[src/rtl/matmul_ctrl_pkg.sv]
// Shared definitions for the matrix-multiplier control path: FSM states,
// register-select codes for the enable decoder, and the loop index width.
package matmul_ctrl_pkg;

   localparam int IDX_W = 4;

   typedef enum logic [2:0] {
      ST_IDLE = 3'd0,
      ST_CLR  = 3'd1,
      ST_RD_A = 3'd2,
      ST_LD_A = 3'd3,
      ST_LD_B = 3'd4,
      ST_MAC  = 3'd5,
      ST_WR   = 3'd6,
      ST_DONE = 3'd7
   } state_t;

   localparam logic [2:0] SEL_NOP  = 3'b000;
   localparam logic [2:0] SEL_LD_A = 3'b001;
   localparam logic [2:0] SEL_LD_B = 3'b010;
   localparam logic [2:0] SEL_MAC  = 3'b011;
   localparam logic [2:0] SEL_CLR  = 3'b100;
   localparam logic [2:0] SEL_ST_C = 3'b101;

endpackage

[src/rtl/mm_loop_counter.sv]
// Three-level nested i/j/k counter for the matrix-multiply loop nest.
// k is the inner reduction index; inc_jk advances to the next C element
// (j fastest, then i). i holds at its last value after the final element.
module mm_loop_counter
   import matmul_ctrl_pkg::*;
#(
   parameter int DIM = 3
) (
   input  logic             clk,
   input  logic             reset,
   input  logic             clr_all,
   input  logic             clr_k,
   input  logic             inc_k,
   input  logic             inc_jk,
   output logic [IDX_W-1:0] i_idx,
   output logic [IDX_W-1:0] j_idx,
   output logic [IDX_W-1:0] k_idx,
   output logic             last_k,
   output logic             last_j,
   output logic             last_i
);

   localparam logic [IDX_W-1:0] LAST = IDX_W'(DIM - 1);

   // Index registers: reset/new-run clear, k steps within an element, j/i step per element
   always_ff @(posedge clk) begin
      if (reset || clr_all) begin
         i_idx <= '0;
         j_idx <= '0;
         k_idx <= '0;
      end else begin
         if (clr_k) begin
            k_idx <= '0;
         end else if (inc_k) begin
            k_idx <= k_idx + 1'b1;
         end
         if (inc_jk) begin
            if (j_idx != LAST) begin
               j_idx <= j_idx + 1'b1;
            end else begin
               j_idx <= '0;
               if (i_idx != LAST) begin
                  i_idx <= i_idx + 1'b1;
               end
            end
         end
      end
   end

   // Terminal-count flags used by the sequencer to leave each loop level
   always_comb begin
      last_k = (k_idx == LAST);
      last_j = (j_idx == LAST);
      last_i = (i_idx == LAST);
   end

endmodule

[src/rtl/matmul_sequencer.sv]
// Control unit for the matrix-multiplier datapath: walks C = A x B one
// element at a time, presenting A/B read addresses one cycle ahead of the
// register loads (1-cycle memory latency) and storing AC into C.
// All outputs are decoded from registered state and loop indices.
module matmul_sequencer
   import matmul_ctrl_pkg::*;
#(
   parameter int DIM    = 3,
   parameter int AW     = 8,
   parameter int A_BASE = 0,
   parameter int B_BASE = 9,
   parameter int C_BASE = 18
) (
   input  logic             clk,
   input  logic             reset,
   input  logic             start,
   output logic             busy,
   output logic             done,
   output logic [AW-1:0]    mem_addr,
   output logic             mem_we,
   output logic [2:0]       wr_sel,
   output logic [IDX_W-1:0] row_idx,
   output logic [IDX_W-1:0] col_idx
);

   state_t           state_q;
   state_t           state_d;
   logic [IDX_W-1:0] i_idx;
   logic [IDX_W-1:0] j_idx;
   logic [IDX_W-1:0] k_idx;
   logic             last_k;
   logic             last_j;
   logic             last_i;
   logic             clr_all;
   logic             clr_k;
   logic             inc_k;
   logic             inc_jk;
   logic [AW-1:0]    addr_a;
   logic [AW-1:0]    addr_b;
   logic [AW-1:0]    addr_c;

   mm_loop_counter #(
      .DIM (DIM)
   ) u_cnt (
      .clk     (clk),
      .reset   (reset),
      .clr_all (clr_all),
      .clr_k   (clr_k),
      .inc_k   (inc_k),
      .inc_jk  (inc_jk),
      .i_idx   (i_idx),
      .j_idx   (j_idx),
      .k_idx   (k_idx),
      .last_k  (last_k),
      .last_j  (last_j),
      .last_i  (last_i)
   );

   // State register; reset wins over everything and abandons any run in flight
   always_ff @(posedge clk) begin
      if (reset) begin
         state_q <= ST_IDLE;
      end else begin
         state_q <= state_d;
      end
   end

   // Row-major address generation, wrapping modulo 2^AW
   always_comb begin
      addr_a = AW'(A_BASE) + AW'(i_idx) * AW'(DIM) + AW'(k_idx);
      addr_b = AW'(B_BASE) + AW'(k_idx) * AW'(DIM) + AW'(j_idx);
      addr_c = AW'(C_BASE) + AW'(i_idx) * AW'(DIM) + AW'(j_idx);
   end

   // Next-state, loop-counter control and Moore output decode
   always_comb begin
      state_d  = state_q;
      clr_all  = 1'b0;
      clr_k    = 1'b0;
      inc_k    = 1'b0;
      inc_jk   = 1'b0;
      wr_sel   = SEL_NOP;
      mem_we   = 1'b0;
      mem_addr = '0;
      busy     = 1'b1;
      done     = 1'b0;
      unique case (state_q)
         ST_IDLE: begin
            busy = 1'b0;
            if (start) begin
               clr_all = 1'b1;
               state_d = ST_CLR;
            end
         end
         ST_CLR: begin
            wr_sel  = SEL_CLR;
            clr_k   = 1'b1;
            state_d = ST_RD_A;
         end
         ST_RD_A: begin
            mem_addr = addr_a;
            state_d  = ST_LD_A;
         end
         ST_LD_A: begin
            wr_sel   = SEL_LD_A;
            mem_addr = addr_b;
            state_d  = ST_LD_B;
         end
         ST_LD_B: begin
            wr_sel  = SEL_LD_B;
            state_d = ST_MAC;
         end
         ST_MAC: begin
            wr_sel = SEL_MAC;
            if (last_k) begin
               state_d = ST_WR;
            end else begin
               inc_k   = 1'b1;
               state_d = ST_RD_A;
            end
         end
         ST_WR: begin
            wr_sel   = SEL_ST_C;
            mem_we   = 1'b1;
            mem_addr = addr_c;
            inc_jk   = 1'b1;
            state_d  = (last_j && last_i) ? ST_DONE : ST_CLR;
         end
         ST_DONE: begin
            done    = 1'b1;
            state_d = ST_IDLE;
         end
         default: begin
            state_d = ST_IDLE;
         end
      endcase
   end

   // Current element indices are exposed directly for the datapath/debug
   always_comb begin
      row_idx = i_idx;
      col_idx = j_idx;
   end

endmodule

[config.mk]
export PLATFORM = sky130hd
export DESIGN_NAME = matmul_sequencer
export DESIGN_NICKNAME = d
export VERILOG_FILES = /design/src/rtl/matmul_ctrl_pkg.sv /design/src/rtl/mm_loop_counter.sv /design/src/rtl/matmul_sequencer.sv
export SDC_FILE = /design/constraint.sdc
export NUM_CORES = 1
export LEC_CHECK = 0
export CORE_ASPECT_RATIO = 1.4
export CORE_MARGIN = 2
export CORE_UTILIZATION = 27
export DETAILED_ROUTE_END_ITERATION = 10
export PLACE_DENSITY = 0.54
export RECOVER_POWER = 100
export SYNTH_ARGS = -nofsm -noshare
export SYNTH_HDL_FRONTEND = slang
export SYNTH_SLANG_ARGS = --single-unit
[constraint.sdc]
create_clock -name clk -period 5.1 [get_ports clk]
set_input_delay 0.51 -clock clk [delete_from_list [all_inputs] [get_ports clk]]
set_output_delay 0.51 -clock clk [all_outputs]
set_load 0.005 [all_outputs]
==> results of run 1 <==
cell families (layout without fill, tap and decap cells):
family / Yosys count / count (layout) / share of synthesized area
simple gates: 68 / 68 / 0.205
flops: 15 / 15 / 0.173
other cells: 1 / 1 / 0.00216
compound gates: 37 / 37 / 0.141
mux: 1 / 1 / 0.00577
fa+ha+maj: 38 / 38 / 0.304
xor+xnor: 18 / 18 / 0.0908
buf+inv: 35 / 58 / 0.0779
registers in the layout (all words and copies together), names as in the netlist:
signal       count
u_cnt.i_idx      4
u_cnt.k_idx      4
u_cnt.j_idx      4
state_q          3
final cells by class:
class	count	area, µm²	share of cell area
Clock buffer	3	41.3	0.0200
Clock inverter	1	5.00	0.00242
Inverter	31	116	0.0564
Multi-Input combinational cell	163	1280	0.621
Sequential cell	15	300	0.145
Tap cell	72	90.1	0.0436
Timing Repair Buffer	23	230	0.112
report_power, final:
group	switching (mW)	leakage (nW)	internal [mW]	total, mW
registers	0.00683	0.121	0.119	0.126
clock network	0.0428	0.0255	0.0541	0.0969
logic	0.0152	0.854	0.0127	0.0279
routing by layer:
metal / wire length (µm) / share of wire / up-vias / global-route usage
li1: - / - / 762 / -
met1: 1680 / 0.41 / 696 / 0.142
met2: 2240 / 0.55 / 24 / 0.249
met3: 132 / 0.032 / 4 / 0.0266
met4: 36 / 0.0088 / 0 / 0.0276
met5: 0 / 0 / - / 0
worst paths after layout:
| kind | startpoint | endpoint | slack, ps | cells past startpoint |
|---|---|---|---|---|
| setup / recovery | u_cnt.i_idx[0] | mem_addr[5] | 920 | 11 |
| hold / removal | u_cnt.k_idx[3] | u_cnt.k_idx[3] | 560 | 2 |
| setup reg to reg | state_q[2] | u_cnt.i_idx[3] | 2600 | 5 |
| hold reg to reg | u_cnt.k_idx[3] | u_cnt.k_idx[3] | 560 | 2 |
per-stage QoR:
step                instances  hold WS, ps  area [µm²]  setup slack, ps  power, mW
floorplan                 213          475        1740             2000      0.144
global placement          304          543        2040             1300      0.159
detailed placement        304          543        2040             1330      0.159
CTS                       308          550        2080             1030      0.257
global route              308          583        2060              758      0.266
finish                    308          555        2060              915      0.251
cells in the final DEF (no fill, tap or decap), drive strengths merged, types with 2 or more instances in the layout:
master         count
nor3               8
a221o              2
nand2             13
and2               2
xor2               7
ha                31
nor2b              7
o21ai              6
inv               31
a21o               5
nand4              2
dfxtp             15
o2111ai            2
fa                 7
a21oi             12
nand3              5
dlygate4sd3       21
o21a               2
clkdlybuf4s50      2
nand2b             2
nor2              20
xnor2             11
and3               2
clkbuf             3
a211oi             3
worst max-delay path, cell delays in order, from the launching register on:
cell           delay (ps)
dfxtp_1               480
ha_1                  250
inv_1                  60
fa_1                  390
xnor2_1               270
ha_1                  320
and2_1                160
a311oi_1              300
nor3_1                100
xor2_1                170
a221o_1               350
dlygate4sd3_1         570
==> qor.csv, run 1 <==
stage;metric;value;unit
timing;slew_viol_final;0;
placement;place_hpwl;3480;µm
setup_path;critPathMaxFanout;7;
setup_path;end_kind;primary output;
die;fp.dieW;71.8;µm
drt;drt_wl_total;4090;µm
final_layout;drive_gt1_frac;0.0212;
drt;vias;1486;
die;rows;34;
timing;min_period;4180;ps
synthesis;syn_inst;213;
clock_tree;cts_max_level;1;
clock_tree;post_cts_buffers;0;
synthesis;async_flop_share;0;
global_route;grt_max_degree;17;
synthesis;synth.area.top_cells;ha_1 (22%), dfxtp_1 (17%), fa_1 (8.1%), inv_1 (6.7%), xnor2_1 (5.6%);
final_layout;diodes;0;
synthesis;synth_top_flop_cell;dfxtp_1;
synthesis;synth-seq-cells;15;
synthesis;synth_edf_count;0;
final_layout;n_fill_cell;683;
flow_run;drv_cap;0;
setup_path;worstPathRequired;4590;ps
setup_path;critPathArrivalTime;3670;ps
clock_tree;clk_latency;250;ps
die;core-area;0.00621;mm²
synthesis;synthTopCellsByCount;ha_1 (31), inv_1 (31), nor2_1 (20);
timing;setup_viol;0;
setup_path;critPathLaunchType;flop;
timing;finalClockSkew;7.68;ps
clock_tree;cts_root_buffer;clkbuf_8;
drt;postRouteAntennaNets;0;
drt;first_iter_violations;40;
placement;io_buffers;23;
global_route;first_global_vias;1571;
power;leakage;1.00;nW
drt;drc_errors;0;
synthesis;synth_warnings;0;
timing;tightest_slew;897;ps
clock_tree;cts_sinks;15;
global_route;grt-ovfl-total;0;
drt;dr.pass1.iters;4;
min_path;hold_class;flop to flop;
run_status;status;finished, final reports clean;
synthesis;synth_nets;254;
die;die_y;98.9;µm
final_layout;finalNetCount;278;
clock_tree;clockBufferDepth;2;
die;start_util;0.279;
global_route;grt_pass1_wl;7280;µm
setup_path;crit_type;flop to primary output;
drt;viasPerCell;4.82;
final_layout;synthToLayoutAreaGrowth;19.0;%
timing;fmax;239;MHz
timing;relSlewSlack;0.394;
die;dieArea;0.00709;mm²
timing;setup-tns-final;0;ps
drt;drt-wirelength-per-cell;13.3;µm
synthesis;synth_sequential_area_ratio;0.173;
power;ir_drop;116;µV
synthesis;synth_top_area_cell;ha_1;
global_route;grt_antenna_before_repair;0;
synthesis;yosysUniqueCellTypes;38;
clock_tree;numCtsBuffers;3;
synthesis;synth.avg_cell_area;8.15;µm²
timing;finalHoldViolations;0;
timing;period_share;0.821;
synthesis;synth_top_area_share;0.224;
global_route;grt_usage;0.130;
die;pin_count;25;
clock_tree;cts.clk_slew.worst_paths;70;ps
final_layout;final_util;0.332;
placement;gp_congestion;0.798;
clock_tree;ctsResizeCount;0;
clock_tree;ctsHoldBuffers;0;
synthesis;syn-cell-area;0.00174;mm²
clock_tree;cts_tree;done;
timing;rsz0062_at_grt;no;
power;power.density;121;mW/mm²
No activity file was read; power rests on OpenSTA's default activity.
==> inputs of run 2 (changes only) <==
==> constraint.sdc (replaced) <==
create_clock -name clk -period 4.1 [get_ports clk]
set_input_delay 0.41 -clock clk [delete_from_list [all_inputs] [get_ports clk]]
set_output_delay 0.41 -clock clk [all_outputs]
set_load 0.005 [all_outputs]
==> qor.csv, run 2 (same netlist as run 1, synthesis figures left out) <==
stage;metric;value;unit;change
final_layout;fin_cells;312;;was 308
clock_tree;cts_sinks;15;;unchanged
die;dieArea;0.00709;mm²;unchanged
timing;fmax;261;MHz;
global_route;grt_busiest_layer;met2;;unchanged
setup_path;crit_top_cell;ha_1;;unchanged
final_layout;n_fill_cell;687;;was 683
final_layout;final_cell_mix;inv_1 (31), ha_1 (31), nor2_1 (20);;was inv_1 (31), ha_1 (31), dlygate4sd3_1 (21)
setup_path;worst_path_max_delay_cell;clkdlybuf4s50_1;;was dlygate4sd3_1
timing;relSlewSlack;0.409;;was 0.394
setup_path;crit_cells;11;;unchanged
final_layout;drive_gt1_frac;0.0375;;was 0.0212
setup_path;worstSetupStartpoint;u_cnt.i_idx[0];;unchanged
final_layout;stdcell_area;0.00209;mm²;was 0.00206 mm²
setup_path;endpoint;mem_addr[5];;unchanged
min_path;hold_start;u_cnt.k_idx[3];;unchanged
clock_tree;cts_root_buffer;clkbuf_8;;unchanged
clock_tree;numCtsBuffers;3;;unchanged
die;rows;34;;unchanged
setup_path;critPathLaunchType;flop;;unchanged
drt;dr.pass1.iters;4;;unchanged
timing;setup-tns-final;0;ps;unchanged
setup_path;critPathMaxFanout;7;;unchanged
die;pin_count;25;;unchanged
placement;pre_cts_slack;411;ps;was 1330 ps
final_layout;reg.largest.list;u_cnt.i_idx x4, u_cnt.j_idx x4, u_cnt.k_idx x4;;unchanged
final_layout;diodes;0;;unchanged
final_layout;synthToLayoutAreaGrowth;20.4;%;was 19.0%
final_layout;finalNetCount;282;;was 278
placement;placed_cells;308;;was 304
setup_path;r2r_cells;5;;unchanged
timing;tightest_slew;874;ps;was 897 ps
die;start_util;0.279;;unchanged
timing;hold_slack;551;ps;was 555 ps
timing;setup_viol;0;;unchanged
setup_path;path_buf_inv;2;;unchanged
run_status;status;finished, final reports clean;;unchanged
global_route;grt_antenna_before_repair;0;;unchanged
drt;postRouteAntennaNets;0;;unchanged
power;power.density;151;mW/mm²;was 121 mW/mm²
setup_path;rr_startpoint;state_q[2];;unchanged
die;die_y;98.9;µm;unchanged
global_route;grt-ovfl-total;0;;unchanged
die;core-area;0.00621;mm²;unchanged
setup_path;cpPeakStageDelay;440;ps;was 570 ps
drt;first_iter_violations;37;;was 40
placement;placed_area;0.00207;mm²;was 0.00204 mm²
global_route;grt_max_degree;17;;unchanged
clock_tree;cts.clk_slew.worst_paths;60;ps;was 70 ps
die;fp.dieW;71.8;µm;unchanged
setup_path;critPathArrivalTime;3420;ps;was 3670 ps
global_route;grtUsageMet3;0.0245;;was 0.0266
clock_tree;clk_latency;250;ps;about the same
clock_tree;cts_tree;done;;unchanged
global_route;grt_use_met1;0.144;;was 0.142
setup_path;worstReg2RegEnd;u_cnt.i_idx[3];;unchanged
drt;viasPerCell;4.83;;was 4.82
setup_path;crit_type;flop to primary output;;unchanged
min_path;hold_class;flop to flop;;unchanged
global_route;grt_use_met2;0.236;;was 0.249
timing;slew_viol_final;0;;unchanged
flow_run;drv_cap;0;;unchanged
setup_path;worstPathRequired;3690;ps;was 4590 ps
placement;io_buffers;23;;unchanged
placement;gp_congestion;0.837;;was 0.798
power;leakage;0.993;nW;was 1.00 nW
setup_path;r2r_setup_slack;1660;ps;was 2600 ps
power;p_total;316;µW;was 251 µW
placement;place_hpwl;3510;µm;was 3480 µm
global_route;grt_usage;0.126;;was 0.130
timing;finalHoldViolations;0;;unchanged
min_path;hold_path_depth;2;;unchanged
clock_tree;clockBufferDepth;2;;unchanged
timing;finalClockSkew;1.50;ps;was 7.68 ps
drt;vias;1506;;was 1486
global_route;grt_pass1_wl;7120;µm;was 7280 µm
timing;rsz0062_at_grt;no;;unchanged
drt;drt-wirelength-per-cell;13.3;µm;about the same
setup_path;cpLargestDelayFamily;adder cells;;unchanged
drt;drc_errors;0;;unchanged
setup_path;end_kind;primary output;;unchanged
global_route;first_global_vias;1505;;was 1571
timing;period_share;0.933;;
final_layout;final_util;0.336;;was 0.332
timing;min_period;3830;ps;
clock_tree;cts_max_level;1;;unchanged
clock_tree;post_cts_buffers;0;;unchanged
timing;setup_ws;275;ps;was 915 ps
power;ir_drop;113;µV;was 116 µV
drt;drt_wl_total;4150;µm;was 4090 µm
setup_path;crit_chain;ha_1, inv_1, fa_1, xnor2_1, ha_1, and2_1, a311oi_1, nor3_1, xor2_1, a221o_1, clkdlybuf4s50_1;;was ha_1, inv_1, fa_1, xnor2_1, ha_1, and2_1, a311oi_1, nor3_1, xor2_1, a221o_1, dlygate4sd3_1
[run 2: final cells by class]
| cell class | count | area, µm² | area share |
|---|---|---|---|
| clock buffer | 3 | 41.3 | 0.0198 |
| inverter | 31 | 116 | 0.0557 |
| tap | 72 | 90.1 | 0.0431 |
| clock inverter | 1 | 5.00 | 0.00240 |
| timing repair buffer | 27 | 253 | 0.121 |
| multi-input combinational | 163 | 1280 | 0.613 |
| sequential | 15 | 303 | 0.145 |
[run 2: worst min-delay path, cell delays in order, from the launching register on]
cell	delay, ps
dfxtp_1	360
o21ai_0	90
a21oi_1	60
[run 2: worst min path at each step]
stage / slack, ps / to
6_report: 550 / u_cnt.k_idx[3]
5_1_grt: 590 / u_cnt.k_idx[2]
4_1_cts: 560 / u_cnt.k_idx[2]
3_5_place_dp: 550 / u_cnt.k_idx[2]
3_3_place_gp: 530 / u_cnt.k_idx[2]
2_1_floorplan: 480 / u_cnt.k_idx[3]
[run 2: timing repair]
item / 4_1_cts / 5_1_grt
hold buffers: 0 / 0
endpoints found under the setup margin: 0 / 1
resized for setup: 0 / 2
[run 2: where the power goes]
part | internal, mW | switching (mW) | leakage [nW]
Clock | 0.0674 | 0.0556 | 0.0255
Sequential | 0.148 | 0.00821 | 0.122
Combinational | 0.0172 | 0.0190 | 0.845
Total | 0.233 | 0.0829 | 0.993
[run 2: metal layers]
layer | wire length [µm] | vias to the layer above
met1 | 1720 | 702
met3 | 152 | 4
li1 | - | 772
met4 | 38 | 0
met5 | 0 | -
met2 | 2240 | 28
==> inputs of run 3 (changes only) <==
--- a/config.mk
+++ b/config.mk
@@ -9,8 +9,10 @@
 export CORE_MARGIN = 2
 export CORE_UTILIZATION = 27
 export DETAILED_ROUTE_END_ITERATION = 10
+export MAX_ROUTING_LAYER = met4
 export PLACE_DENSITY = 0.54
 export RECOVER_POWER = 100
 export SYNTH_ARGS = -nofsm -noshare
 export SYNTH_HDL_FRONTEND = slang
+export SYNTH_HIERARCHICAL = 1
 export SYNTH_SLANG_ARGS = --single-unit
==> qor.csv, run 3 <==
stage;metric;value;unit;change
timing;rsz0062_at_grt;no;;unchanged
synthesis;synth.avg_cell_area;8.27;µm²;was 8.15 µm²
final_layout;drive_gt1_frac;0.0744;;was 0.0375
global_route;grt_usage;0.128;;was 0.126
global_route;grt_pass1_wl;7190;µm;was 7120 µm
synthesis;synth_nets;257;;was 254
timing;fmax;258;MHz;was 261 MHz
drt;vias;1533;;was 1506
global_route;grt_max_degree;21;;was 17
timing;setup_viol;0;;unchanged
power;ir_drop;116;µV;was 113 µV
clock_tree;cts_sinks;15;;unchanged
synthesis;async_flop_share;0;;unchanged
clock_tree;cts_tree;done;;unchanged
setup_path;r2r_setup_slack;1880;ps;was 1660 ps
drt;dr.pass1.iters;4;;unchanged
power;p_switching;88.4;µW;was 82.9 µW
placement;pre_cts_slack;358;ps;was 411 ps
synthesis;synthTopCellsByCount;ha_1 (30), inv_1 (25), nand2_1 (17);;was ha_1 (31), inv_1 (31), nor2_1 (20)
power;leakage;1.03;nW;was 0.993 nW
final_layout;finalNetCount;283;;was 282
power;clock_power_share;0.379;;was 0.390
setup_path;worstPathRequired;3690;ps;about the same
drt;drt_wl_total;4210;µm;was 4150 µm
timing;tightest_slew;684;ps;was 874 ps
setup_path;critPathLaunchType;flop;;unchanged
clock_tree;post_cts_buffers;0;;unchanged
placement;place_hpwl;3490;µm;was 3510 µm
synthesis;syn_inst;217;;was 213
timing;slew_viol_final;0;;unchanged
final_layout;final_cell_mix;ha_1 (30), inv_1 (25), nand2_1 (17);;was inv_1 (31), ha_1 (31), nor2_1 (20)
synthesis;synth_sequential_area_ratio;0.167;;was 0.173
run_status;status;finished, final reports clean;;unchanged
synthesis;synth_top_flop_cell;dfxtp_1;;unchanged
final_layout;final_common_cell;ha_1;;
synthesis;synth_warnings;6;;was 0
clock_tree;numCtsBuffers;3;;unchanged
timing;setup-tns-final;0;ps;unchanged
timing;min_period;3880;ps;was 3830 ps
setup_path;crit_type;flop to primary output;;unchanged
global_route;grt-ovfl-total;0;;unchanged
power;combPwrFrac;0.135;;was 0.115
synthesis;synth_top_area_cell;ha_1;;unchanged
min_path;hold_class;flop to flop;;unchanged
clock_tree;cts_max_level;1;;unchanged
final_layout;n_fill_cell;687;;unchanged
die;core-area;0.00653;mm²;was 0.00621 mm²
drt;postRouteAntennaNets;0;;unchanged
power;pwr-share-seq;0.487;;was 0.495
setup_path;critPathMaxFanout;7;;unchanged
die;start_util;0.275;;was 0.279
clock_tree;ctsResizeCount;0;;unchanged
timing;finalClockSkew;9.01;ps;was 1.50 ps
final_layout;diodes;0;;unchanged
clock_tree;ctsHoldBuffers;0;;unchanged
clock_tree;clockBufferDepth;2;;unchanged
global_route;grt_antenna_before_repair;0;;unchanged
clock_tree;cts_root_buffer;clkbuf_8;;unchanged
power;p_int;237;µW;was 233 µW
clock_tree;clk_latency;250;ps;about the same
final_layout;fin_cells;316;;was 312
drt;drt-wirelength-per-cell;13.3;µm;about the same
die;fp.dieW;72.9;µm;was 71.8 µm
drt;drc_errors;0;;unchanged
timing;setup_ws;225;ps;was 275 ps
timing;relSlewSlack;0.543;;was 0.409
synthesis;synth-seq-cells;15;;unchanged
synthesis;synth_top_area_share;0.209;;was 0.224
power;netSwitchingFraction;0.272;;was 0.263
synthesis;yosysUniqueCellTypes;45;;was 38
global_route;first_global_vias;1540;;was 1505
synthesis;synth_edf_count;0;;unchanged
setup_path;critPathArrivalTime;3470;ps;was 3420 ps
die;die_y;100;µm;was 98.9 µm
synthesis;syn-cell-area;0.00179;mm²;was 0.00174 mm²
synthesis;synth.area.top_cells;ha_1 (21%), dfxtp_1 (17%), fa_1 (7.8%), inv_1 (5.2%), nor2b_1 (4.2%);;was ha_1 (22%), dfxtp_1 (17%), fa_1 (8.1%), inv_1 (6.7%), xnor2_1 (5.6%)
final_layout;reg.largest.list;u_cnt/i_idx x4, u_cnt/j_idx x4, u_cnt/k_idx x4;;was u_cnt.i_idx x4, u_cnt.j_idx x4, u_cnt.k_idx x4
flow_run;drv_cap;0;;unchanged
power;power.density;151;mW/mm²;about the same
drt;first_iter_violations;53;;was 37
clock_tree;cts.clk_slew.worst_paths;60;ps;about the same
die;pin_count;25;;unchanged
placement;gp_congestion;0.866;;was 0.837
synthesis;synth.most_common_cell;ha_1;;
final_layout;synthToLayoutAreaGrowth;20.2;%;was 20.4%
die;dieArea;0.00732;mm²;was 0.00709 mm²
setup_path;end_kind;primary output;;unchanged
timing;period_share;0.945;;was 0.933
timing;finalHoldViolations;0;;unchanged
drt;viasPerCell;4.85;;was 4.83
placement;io_buffers;23;;unchanged
placement;placed_cells;312;;was 308
die;rows;35;;was 34
run 3: cell count changes after synthesis, sizes merged, moves of 4 or more:
cell,before,now
nor2,20,12
inv,31,25
nor2b,7,12
or3,1,6
mux2i,1,5
nand2,13,17
nor3,8,4
o21ai,6,10
run 3: cell families (layout without fill, tap and decap cells):
kind of cell | after synthesis | in the layout | share of synthesized area
DFF | 15 | 15 | 0.167
adders and majority gates | 37 | 37 | 0.287
other | 1 | 1 | 0.00209
xor gates and xnor gates | 16 | 16 | 0.0823
and+or+nand+nor | 72 | 72 | 0.218
muxes | 5 | 5 | 0.0279
buffers and inverters | 32 | 57 | 0.0718
AOI/OAI and AO/OA | 39 | 39 | 0.143
run 3: stage by stage:
stage	power, mW	utilization	hold WS, ps	instance area [µm²]
floorplan	0.187	-	479	1790
global placement	0.209	0.324	572	2120
detailed placement	0.209	0.324	576	2120
CTS	0.332	0.332	581	2160
global route	0.343	0.330	586	2160
finish	0.325	0.330	534	2160
run 3: power groups by stage:
stage | clock [mW] | combinational (mW) | sequential (mW)
floorplan | 0 | 0.0333 | 0.153
global placement | 0 | 0.0468 | 0.162
detailed placement | 0 | 0.0469 | 0.162
CTS | 0.127 | 0.0471 | 0.159
global route | 0.133 | 0.0504 | 0.160
finish | 0.123 | 0.0438 | 0.158
run 3: layout make-up:
type / count / area (µm²) / area share
Tap cell: 74 / 92.6 / 0.0429
Sequential cell: 15 / 304 / 0.141
Clock inverter: 1 / 5.00 / 0.00232
Clock buffer: 3 / 41.3 / 0.0192
Timing Repair Buffer: 27 / 249 / 0.115
Inverter: 26 / 98.8 / 0.0459
Multi-Input combinational cell: 170 / 1370 / 0.633
run 3: path summary, 6_finish.rpt:
kind	start	end	cells past startpoint
worst max-delay path	u_cnt/j_idx[2]	mem_addr[5]	11
worst min-delay path	u_cnt/k_idx[1]	u_cnt/k_idx[1]	2
worst max register to register	state_q[1]	u_cnt/i_idx[3]	6
worst min register to register	u_cnt/k_idx[1]	u_cnt/k_idx[1]	2
run 3: critical path, stage by stage, from the launching register on:
cell and delay (ps):
dfxtp_2 400, inv_1 80, fa_1 530, inv_1 40, ha_1 330, fa_1 470
a21o_1 190, a21oi_1 160, xnor2_1 160, o32ai_1 90, or3_1 320, clkdlybuf4s50_1 450
run 3: per-layer routing:
layer,part of all wire,global-route usage,up-vias
li1,-,-,790
met1,0.43,0.142,723
met2,0.54,0.242,16
met3,0.015,0.00800,4
met4,0.0093,0.0342,0
met5,0,-,-
